<file path="config.mk">
export PLATFORM = sky130hd
export DESIGN_NAME = chip8_loader_flat
export DESIGN_NICKNAME = d
export VERILOG_FILES = /design/src/rtl/chip8_loader_if.sv /design/src/rtl/chip8_loader.sv /design/src/flat_wrapper.sv
export SDC_FILE = /design/constraint.sdc
export NUM_CORES = 1
export LEC_CHECK = 0
export ABC_AREA = 1
export CAP_MARGIN = 15
export CELL_PAD_IN_SITES_DETAIL_PLACEMENT = 0
export CELL_PAD_IN_SITES_GLOBAL_PLACEMENT = 1
export CORE_MARGIN = 2
export CORE_UTILIZATION = 35
export DETAILED_ROUTE_END_ITERATION = 10
export HOLD_SLACK_MARGIN = 0.08
export PLACE_DENSITY_LB_ADDON = 0.1
export SETUP_SLACK_MARGIN = 0.5
export SYNTH_ARGS = -nofsm -noshare
export SYNTH_HDL_FRONTEND = slang
export SYNTH_SLANG_ARGS = --single-unit
</file>
<file path="constraint.sdc">
create_clock -name clk -period 2.9 [get_ports clk]
set_input_delay 0.29 -clock clk [delete_from_list [all_inputs] [get_ports clk]]
set_output_delay 0.29 -clock clk [all_outputs]
set_load 0.02 [all_outputs]
</file>
<file path="src/rtl/chip8_loader_if.sv">
// rtl/chip8_loader_if.sv - UART byte input and program-memory/status bundle for the CHIP-8 loader.
interface chip8_loader_if #(
    parameter int ADDR_WIDTH = 12,
    parameter int DATA_WIDTH = 8
);
    logic [7:0]            rx_i;
    logic                  rx_i_v;
    logic                  mem_we;
    logic [ADDR_WIDTH-1:0] mem_waddr;
    logic [DATA_WIDTH-1:0] mem_d;
    logic                  cpu_hold;
    logic                  busy;
    logic                  load_done;
    logic                  load_err;
    logic [1:0]            err_code;

    modport master (
        output rx_i, rx_i_v,
        input  mem_we, mem_waddr, mem_d, cpu_hold, busy, load_done, load_err, err_code
    );

    modport slave (
        input  rx_i, rx_i_v,
        output mem_we, mem_waddr, mem_d, cpu_hold, busy, load_done, load_err, err_code
    );
endinterface

</file>
<file path="src/rtl/chip8_loader.sv">
// rtl/chip8_loader.sv - framed UART program upload into CHIP-8 memory with checksum and gap timeout.
module chip8_loader #(
    parameter int         ADDR_WIDTH = 12,
    parameter int         DATA_WIDTH = 8,
    parameter int         LOAD_BASE  = 512,
    parameter int         MAX_LEN    = 3584,
    parameter logic [7:0] SYNC_BYTE  = 8'hC8,
    parameter int         TIMEOUT    = 2000000
) (
    input  logic           clk,
    input  logic           rst,
    chip8_loader_if.slave  bus
);
    localparam int GAP_W = $clog2(TIMEOUT + 1);

    typedef enum logic [2:0] {
        ST_IDLE,
        ST_LEN_H,
        ST_LEN_L,
        ST_DATA,
        ST_CSUM
    } state_t;

    state_t                state_q, state_d;
    logic [GAP_W-1:0]      gap_q, gap_d;
    logic [3:0]            len_h_q, len_h_d;
    logic [11:0]           cnt_q, cnt_d;
    logic [7:0]            csum_q, csum_d;
    logic [ADDR_WIDTH-1:0] addr_q, addr_d;
    logic                  mem_we_q, mem_we_d;
    logic [ADDR_WIDTH-1:0] mem_waddr_q, mem_waddr_d;
    logic [DATA_WIDTH-1:0] mem_d_q, mem_d_d;
    logic                  cpu_hold_q, cpu_hold_d;
    logic                  load_done_q, load_done_d;
    logic                  load_err_q, load_err_d;
    logic [1:0]            err_code_q, err_code_d;
    logic [11:0]           len_w;
    logic                  timeout;

    assign len_w   = {len_h_q, bus.rx_i};
    // Any strobe restarts the gap, so a byte and a timeout can never coincide.
    assign timeout = (state_q != ST_IDLE) && !bus.rx_i_v && (gap_q == GAP_W'(TIMEOUT - 1));

    always_comb begin
        state_d     = state_q;
        len_h_d     = len_h_q;
        cnt_d       = cnt_q;
        csum_d      = csum_q;
        addr_d      = addr_q;
        mem_we_d    = 1'b0;
        mem_waddr_d = mem_waddr_q;
        mem_d_d     = mem_d_q;
        cpu_hold_d  = cpu_hold_q;
        load_done_d = 1'b0;
        load_err_d  = load_err_q;
        err_code_d  = err_code_q;
        gap_d       = (state_q == ST_IDLE || bus.rx_i_v) ? '0 : gap_q + 1'b1;

        case (state_q)
            ST_IDLE: begin
                if (bus.rx_i_v && bus.rx_i == SYNC_BYTE) begin
                    state_d    = ST_LEN_H;
                    cpu_hold_d = 1'b1;
                    load_err_d = 1'b0;
                    err_code_d = 2'd0;
                end
            end
            ST_LEN_H: begin
                if (bus.rx_i_v) begin
                    len_h_d = bus.rx_i[3:0];
                    state_d = ST_LEN_L;
                end
            end
            ST_LEN_L: begin
                if (bus.rx_i_v) begin
                    if (len_w == 12'd0 || 32'(len_w) > MAX_LEN) begin
                        state_d    = ST_IDLE;
                        load_err_d = 1'b1;
                        err_code_d = 2'd1;
                    end else begin
                        state_d = ST_DATA;
                        addr_d  = ADDR_WIDTH'(LOAD_BASE);
                        csum_d  = 8'd0;
                        cnt_d   = len_w;
                    end
                end
            end
            ST_DATA: begin
                if (bus.rx_i_v) begin
                    mem_we_d    = 1'b1;
                    mem_waddr_d = addr_q;
                    mem_d_d     = DATA_WIDTH'(bus.rx_i);
                    addr_d      = addr_q + 1'b1;
                    cnt_d       = cnt_q - 1'b1;
                    csum_d      = csum_q + bus.rx_i;
                    if (cnt_q == 12'd1) begin
                        state_d = ST_CSUM;
                    end
                end
            end
            ST_CSUM: begin
                if (bus.rx_i_v) begin
                    state_d = ST_IDLE;
                    if (bus.rx_i == csum_q) begin
                        load_done_d = 1'b1;
                        cpu_hold_d  = 1'b0;
                    end else begin
                        load_err_d = 1'b1;
                        err_code_d = 2'd2;
                    end
                end
            end
            default: state_d = ST_IDLE;
        endcase

        if (timeout) begin
            state_d    = ST_IDLE;
            load_err_d = 1'b1;
            err_code_d = 2'd3;
            gap_d      = '0;
        end
    end

    always_ff @(posedge clk) begin
        if (rst) begin
            state_q     <= ST_IDLE;
            gap_q       <= '0;
            len_h_q     <= 4'd0;
            cnt_q       <= 12'd0;
            csum_q      <= 8'd0;
            addr_q      <= '0;
            mem_we_q    <= 1'b0;
            mem_waddr_q <= '0;
            mem_d_q     <= '0;
            cpu_hold_q  <= 1'b0;
            load_done_q <= 1'b0;
            load_err_q  <= 1'b0;
            err_code_q  <= 2'd0;
        end else begin
            state_q     <= state_d;
            gap_q       <= gap_d;
            len_h_q     <= len_h_d;
            cnt_q       <= cnt_d;
            csum_q      <= csum_d;
            addr_q      <= addr_d;
            mem_we_q    <= mem_we_d;
            mem_waddr_q <= mem_waddr_d;
            mem_d_q     <= mem_d_d;
            cpu_hold_q  <= cpu_hold_d;
            load_done_q <= load_done_d;
            load_err_q  <= load_err_d;
            err_code_q  <= err_code_d;
        end
    end

    assign bus.mem_we    = mem_we_q;
    assign bus.mem_waddr = mem_waddr_q;
    assign bus.mem_d     = mem_d_q;
    assign bus.cpu_hold  = cpu_hold_q;
    assign bus.busy      = (state_q != ST_IDLE);
    assign bus.load_done = load_done_q;
    assign bus.load_err  = load_err_q;
    assign bus.err_code  = err_code_q;
endmodule

</file>
<file path="src/flat_wrapper.sv">
// flat-port wrapper written by rule: the top's interface ports become plain ports
module chip8_loader_flat 
#(
    parameter int         ADDR_WIDTH = 12,
    parameter int         DATA_WIDTH = 8,
    parameter int         LOAD_BASE  = 512,
    parameter int         MAX_LEN    = 3584,
    parameter logic [7:0] SYNC_BYTE  = 8'hC8,
    parameter int         TIMEOUT    = 2000000
)
  (clk, rst, bus_rx_i, bus_rx_i_v, bus_mem_we, bus_mem_waddr, bus_mem_d, bus_cpu_hold, bus_busy, bus_load_done, bus_load_err, bus_err_code);
  chip8_loader_if #(.ADDR_WIDTH(ADDR_WIDTH), .DATA_WIDTH(DATA_WIDTH)) bus_i ();
  input  logic clk;
  input  logic rst;
  input wire logic [$bits(bus_i.rx_i)-1:0] bus_rx_i;
  input wire logic [$bits(bus_i.rx_i_v)-1:0] bus_rx_i_v;
  output wire logic [$bits(bus_i.mem_we)-1:0] bus_mem_we;
  output wire logic [$bits(bus_i.mem_waddr)-1:0] bus_mem_waddr;
  output wire logic [$bits(bus_i.mem_d)-1:0] bus_mem_d;
  output wire logic [$bits(bus_i.cpu_hold)-1:0] bus_cpu_hold;
  output wire logic [$bits(bus_i.busy)-1:0] bus_busy;
  output wire logic [$bits(bus_i.load_done)-1:0] bus_load_done;
  output wire logic [$bits(bus_i.load_err)-1:0] bus_load_err;
  output wire logic [$bits(bus_i.err_code)-1:0] bus_err_code;
  assign bus_i.rx_i = bus_rx_i;
  assign bus_i.rx_i_v = bus_rx_i_v;
  assign bus_mem_we = bus_i.mem_we;
  assign bus_mem_waddr = bus_i.mem_waddr;
  assign bus_mem_d = bus_i.mem_d;
  assign bus_cpu_hold = bus_i.cpu_hold;
  assign bus_busy = bus_i.busy;
  assign bus_load_done = bus_i.load_done;
  assign bus_load_err = bus_i.load_err;
  assign bus_err_code = bus_i.err_code;
  chip8_loader #(.ADDR_WIDTH(ADDR_WIDTH), .DATA_WIDTH(DATA_WIDTH), .LOAD_BASE(LOAD_BASE), .MAX_LEN(MAX_LEN), .SYNC_BYTE(SYNC_BYTE), .TIMEOUT(TIMEOUT)) u_core (.clk(clk), .rst(rst), .bus(bus_i));
endmodule
</file>
==> results.yml, run 1 <==
status:
  outcome: "finished clean"
setup_path:
  r2r_setup_slack_ps: 840
  critPathKind: "in -> reg"
  rr_worst_depth: 6
  reg2reg_to: "u_core.cnt_q[8]$_SDFFE_PP0P_"
  cp.required_ps: 3170
  r2r-start: "u_core.state_q[1]$_SDFFE_PP0P_"
  path_max_fanout: 34
  worst_setup_path_end_kind: "flop"
  crit_arrival_ps: 2360
  startpoint_type: "primary input"
clock_tree:
  insertion_delay_ps: 340
  tritoncts: "done"
  clkTransAtPathRegs_ps: 60
  post_cts_buffers: 0
  cts_sinks: 86
  cts_root_buffer: "clkbuf_16"
  cts_resized: 0
  h-tree-depth: 3
  hold_buffers: 0
  cts.path.max_buffers: 2
  cts_buffers: 9
yosys:
  yosysTopAreaCell: "dfxtp_1"
  synthCells: 665
  syn-cell-area_um2: 4550
  yosys_register_bits: 86
  synth_warnings: 0
  synth_seq_area_share_pct: 37.9
  post_synth.cell_area_avg_um2: 6.84
  synth_cell_types: 38
  synth.area.top_cells: "dfxtp_1, nand2_1, nor2_1, a21oi_1, inv_1"
  synth_top_area_share_pct: 37.9
  synth_nets: 688
sta:
  slew_violations: 0
  tns_ps: 0
  rsz0062_at_grt: "no"
  fin_skew_ps: 5.56
  setup_ws_ps: 806
  period_share_pct: 72.2
  worstMarginPinSlew_ps: 579
  slew_headroom_pct: 61.3
  setup_violations: 0
  hold_viol: 0
  fin_crit_ps: 2090
  fmax_mhz: 478
drt:
  drt_first_iter_violations: 187
  ant_nets: 0
  dr.pass1.iters: 5
  via_count: 4188
  avgRoutedWirePerCell_um: 13.8
  route.final.wire_length_um: 12000
  viasPerCell: 4.81
  drc: 0
placement:
  pre_cts_slack_ps: 301
  gp_congestion: 0.858
  io_buffers: 37
  dp_hpwl_um: 8750
global_routing:
  grt-ovfl-total: 0
  grt_max_degree: 36
  antenna_found_initial: 0
  grt_pass1_wl_um: 20000
  track_usage_pct: 17.8
  grt_pass1_vias: 4025
floorplanning:
  die_area_um2: 13900
  core.rowCount: 41
  io_pins: 38
  die_w_um: 118
  coreArea_um2: 12700
  die_h_um: 118
  initial_core_util_pct: 35.9
power_and_ir_drop:
  leakagePower_nw: 2.16
  powerDensity_nw_per_um2: 775
  p_total_mw: 4.13
  ir_drop_v: 0.000392
finish:
  layout-drive-gt1-share_pct: 6.29
  finalNetCount: 719
  n_antenna_cell: 0
  area_delta_synth_final_pct: 17.4
flow_run:
  maxCapViolations: 0
hold_path:
  hp-start: "u_core.csum_q[0]$_SDFFE_PP0P_"
  min_path_cells: 2
  hold_path_end: "u_core.csum_q[0]$_SDFFE_PP0P_"
  hold_class: "reg -> reg"
## area by class of cell
class                      instances  area, µm²
clock buffer                      10        229
clock inverter                     4       50.0
fill                            1369       7340
inverter                          72        278
multi-input combinational        485       2430
sequential                        86       1720
tap                              172        215
timing repair buffer              42        408
## metrics by stage
stage | utilization, % | cell area [µm²] | hold slack [ps] | instances
detailed placement | 39.8 | 5050 | 467 | 857
finish | 42.1 | 5340 | 474 | 871
global route | 42.1 | 5340 | 496 | 871
floorplan | - | 4550 | 418 | 665
CTS | 42.0 | 5330 | 476 | 871
global placement | 39.8 | 5050 | 430 | 857
## layout by cell type, fill, tap and decap left out, types with 2 or more instances in the layout
cell and n:
o31ai_1 2, or2_2 3, a21oi_1 56, inv_2 2, o21bai_1 3, nor3b_1 2
dfxtp_1 86, clkbuf_16 9, nand2_2 3, nor2_1 114, nor2_2 2, a21o_1 2
clkinvlp_4 2, nor3b_2 3, nand3_1 34, clkdlybuf4s50_1 37, nor3_1 13, a31oi_1 5
o21ai_0 50, buf_4 5, ha_1 11, xnor2_1 5, inv_1 68, nand4_1 10
nor2_4 2, nand3_2 2, a21oi_2 2, nand2_4 2, xor2_1 11, nand2_1 140
## routing by layer
layer	vias to the layer above	share of wire (%)	global-route usage, %
li1	2203	-	-
met5	-	0	0
met4	0	1.5	5.20
met2	44	45	28.6
met1	1928	50	23.5
met3	13	2.9	4.65
## how the worst max path moves through the flow
stage | endpoint | start | depth (start not counted) | slack, ps
2_1_floorplan | u_core.gap_q[20]$_SDFF_PP0_ | u_core.gap_q[0]$_SDFF_PP0_ | 12 | 1330
6_report | u_core.cnt_q[8]$_SDFFE_PP0P_ | bus_rx_i[4] | 12 | 810
4_1_cts | u_core.cnt_q[5]$_SDFFE_PP0P_ | bus_rx_i[0] | 12 | 640
5_1_grt | u_core.cnt_q[10]$_SDFFE_PP0P_ | bus_rx_i[0] | 12 | 590
3_3_place_gp | u_core.cnt_q[0]$_SDFFE_PP0P_ | bus_rx_i[4] | 11 | 290
3_5_place_dp | u_core.cnt_q[5]$_SDFFE_PP0P_ | bus_rx_i[4] | 11 | 300
## Yosys cell counts (all sizes together)
master,instances
xor2,11
nor2,119
nand3,36
a211oi,1
nand3b,1
a21boi,1
buf,13
nand4,10
o21ai,50
o21bai,3
nor3b,5
or2,3
fa,1
nor4,1
nand2,146
xnor2,5
clkbuf,9
o211a,1
inv,71
a21oi,58
ha,11
a31oi,5
o31ai,2
dfxtp,86
a21o,2
clkinv,1
nor3,13
## flip-flops by register name, indices dropped and copies added (netlist names), 2 cells and up
| name | flops |
|---|---|
| u_core.gap_q | 21 |
| u_core.addr_q | 12 |
| u_core.bus.mem_waddr | 12 |
| u_core.cnt_q | 12 |
| u_core.bus.mem_d | 8 |
| u_core.csum_q | 8 |
| u_core.len_h_q | 4 |
| u_core.state_q | 3 |
| u_core.bus.err_code | 2 |
## logic make-up after synthesis
logic type | count (synthesis) | share of synthesized area, %
compound gates | 123 | 14.5
xor+xnor | 16 | 3.08
fa+ha+maj | 12 | 3.47
buf+inv | 94 | 8.84
flops | 86 | 37.9
simple gates | 334 | 32.3
## critical path, cell delays in order
cell,delay [ps]
clkdlybuf4s50_1,560
nor2_1,190
nand2_1,100
nor2_2,140
nand2_1,60
nand2_1,100
nand2_1,130
nand2_2,150
nand2_8,210
clkinv_4,220
nand2_1,70
a21oi_1,130
## power breakdown
part	total, mW	internal, mW	switching [mW]
clock network	1.13	0.656	0.469
logic	1.56	0.519	1.04
registers	1.45	1.32	0.126
Power figures use the tool's default switching activity.
==> run 2: changes to the inputs <==
==> constraint.sdc (replaced) <==
create_clock -name clk -period 1.8 [get_ports clk]
set_input_delay 0.18 -clock clk [delete_from_list [all_inputs] [get_ports clk]]
set_output_delay 0.18 -clock clk [all_outputs]
set_load 0.02 [all_outputs]
==> run 2 against run 1 <==
Net effect:
- clock power is 51% higher
- first-iteration DRC count is 13% lower
- critical path depth is 2 lower
- clock skew hardly changed
- combinational power grew to 3.5 times the previous value
- routed wire length is 30% higher
- final cell count is 14% higher
- sequential power is 68% higher
- worst hold slack worse by 280 ps
- largest cell class unchanged
- largest power group unchanged
- highest routed layer unchanged
==> results.yml, run 2 (same netlist as run 1, synthesis figures left out) <==
status:
  outcome: "finished clean"
placement:
  gp_congestion: 0.878
  io_buffers: 37
  pre_cts_slack_ps: -343
  placed_cell_area_um2: 5640
  dp_hpwl_um: 9640
global_routing:
  grt_pass1_vias: 4840
  grt_max_degree: 23
  grt-ovfl-total: 0
  antenna_found_initial: 0
  track_usage_pct: 22.0
  grt_pass1_wl_um: 24400
setup_path:
  crit_cells: 10
  crit_chain: "inv_4, nand3_4, a21oi_4, nand2_2, nand2_4, nand2_8, buf_6, buf_16, o21ai_4, nor2_2"
  rr_worst_depth: 10
  path_max_fanout: 8
  slowest_stage: "dfxtp_4"
  startpoint_type: "flop"
  path_delay_family: "simple AND/OR/NAND/NOR gates"
  max_stage_delay_ps: 370
  worst_setup_path_end_kind: "flop"
  crit_arrival_ps: 1810
  critPathKind: "reg -> reg"
  cp.required_ps: 2040
  path_buf_inv: 3
sta:
  fin_crit_ps: 1580
  setup_violations: 0
  rsz0062_at_grt: "yes"
  tns_ps: 0
  slew_violations: 0
  setup_ws_ps: 221
  hold_viol: 0
  fin_skew_ps: 5.87
  worstMarginPinSlew_ps: 469
  fmax_mhz: 634
  slew_headroom_pct: 68.7
  period_share_pct: 87.7
drt:
  drc: 0
  drt_first_iter_violations: 163
  via_count: 4966
  route.final.wire_length_um: 15700
  dr.pass1.iters: 4
  viasPerCell: 5.02
  ant_nets: 0
  avgRoutedWirePerCell_um: 15.8
clock_tree:
  cts_sinks: 86
  insertion_delay_ps: 350
  tritoncts: "done"
  cts.path.max_buffers: 2
  clkTransAtPathRegs_ps: 70
  h-tree-depth: 3
  cts_root_buffer: "clkbuf_16"
  cts_buffers: 9
  hold_buffers: 0
finish:
  largest_reg_flops: 21
  layout_commonest_cell: "nand2_1"
  regMostFlops: "u_core.gap_q"
  layout_common_cells: "nand2_1, buf_4, nor2_1"
  postLayoutCellArea_um2: 7920
  layout-drive-gt1-share_pct: 52.4
  n_antenna_cell: 0
  finalNetCount: 837
  fill_cells: 1141
  area_delta_synth_final_pct: 74.3
floorplanning:
  die_area_um2: 13900
  core.rowCount: 41
  initial_core_util_pct: 35.9
  coreArea_um2: 12700
  die_w_um: 118
  die_h_um: 118
  io_pins: 38
hold_path:
  min_path_cells: 3
  hold_class: "in -> reg"
power_and_ir_drop:
  powerDensity_nw_per_um2: 1200
  leakagePower_nw: 3.38
  ir_drop_v: 0.000507
flow_run:
  maxCapViolations: 0
## run 2: changes by cell type in the layout (fill, tap and decap cells not counted), moves of 23 or more
cell	previous run	this run
a21oi_1	56	21
a21oi_2	2	36
buf_4	5	71
clkdlybuf4s50_1	37	0
dfxtp_1	86	51
dfxtp_2	0	23
dlygate4sd2_1	0	27
nand2_1	140	80
nand2_2	3	33
nand2_4	2	32
nor2_1	114	66
nor2_4	2	31
o21ai_0	50	18
## run 2: power by group
| part | internal, mW | total (mW) | switching, mW |
|---|---|---|---|
| Sequential | 2.16 | 2.44 | 0.282 |
| Clock | 0.924 | 1.71 | 0.786 |
| Combinational | 2.46 | 5.40 | 2.93 |
| Total | 5.54 | 9.55 | 4.00 |
## run 2: layer usage
layer / routed length (µm) / GRT usage, %
met4: 299 / 7.61
met1: 7160 / 29.3
met3: 503 / 2.91
met5: 0 / 0
met2: 7710 / 36.4
## run 2: what timing repair did
| action | 4_1_cts | 5_1_grt |
|---|---|---|
| pin swaps | 62 | 65 |
| gates resized for setup | 237 | 212 |
| gates cloned | 11 | 2 |
| endpoints found under the setup margin | 109 | 87 |
| buffers inserted | 42 | 17 |
## run 2: layout make-up
| cell class | count | area (µm²) | area share, % |
|---|---|---|---|
| inverters | 72 | 323 | 4.07 |
| repair inverters | 3 | 48.8 | 0.616 |
| multi-input cells | 485 | 3600 | 45.4 |
| well taps | 172 | 215 | 2.72 |
| repair buffers | 157 | 1680 | 21.3 |
| flip-flops and latches | 86 | 1800 | 22.7 |
| clock buffers | 11 | 233 | 2.94 |
| clock inverters | 4 | 25.0 | 0.316 |
## run 2: path summary, 6_finish.rpt
kind         slack [ps]                                to                           start
max                 220     u_core.csum_q[2]$_SDFFE_PP0P_  u_core.state_q[0]$_SDFFE_PP0P_
max reg2reg         220     u_core.csum_q[2]$_SDFFE_PP0P_  u_core.state_q[0]$_SDFFE_PP0P_
min reg2reg         490     u_core.addr_q[9]$_SDFFE_PP0P_   u_core.addr_q[9]$_SDFFE_PP0P_
min                 190  u_core.bus.mem_d[4]$_SDFFE_PP0P_                     bus_rx_i[4]
## run 2: worst reg2reg max path: cells and delay by family (launching register included)
| family | cells | cell delay (ps) |
|---|---|---|
| flip-flops | 1 | 370 |
| AO/OA/AOI/OAI | 2 | 300 |
| AND/OR/NAND/NOR | 5 | 440 |
| buffers and inverters | 3 | 360 |
## run 2: through the flow
step / hold WS [ps] / power (mW) / cells / utilization, %
after floorplan: 315 / 4.52 / 665 / -
after CTS: 275 / 8.64 / 971 / 56.2
after global placement: 427 / 5.36 / 903 / 44.5
final: 192 / 9.55 / 990 / 62.5
after detailed placement: 434 / 5.42 / 903 / 44.5
after global routing: 196 / 10.0 / 990 / 62.5
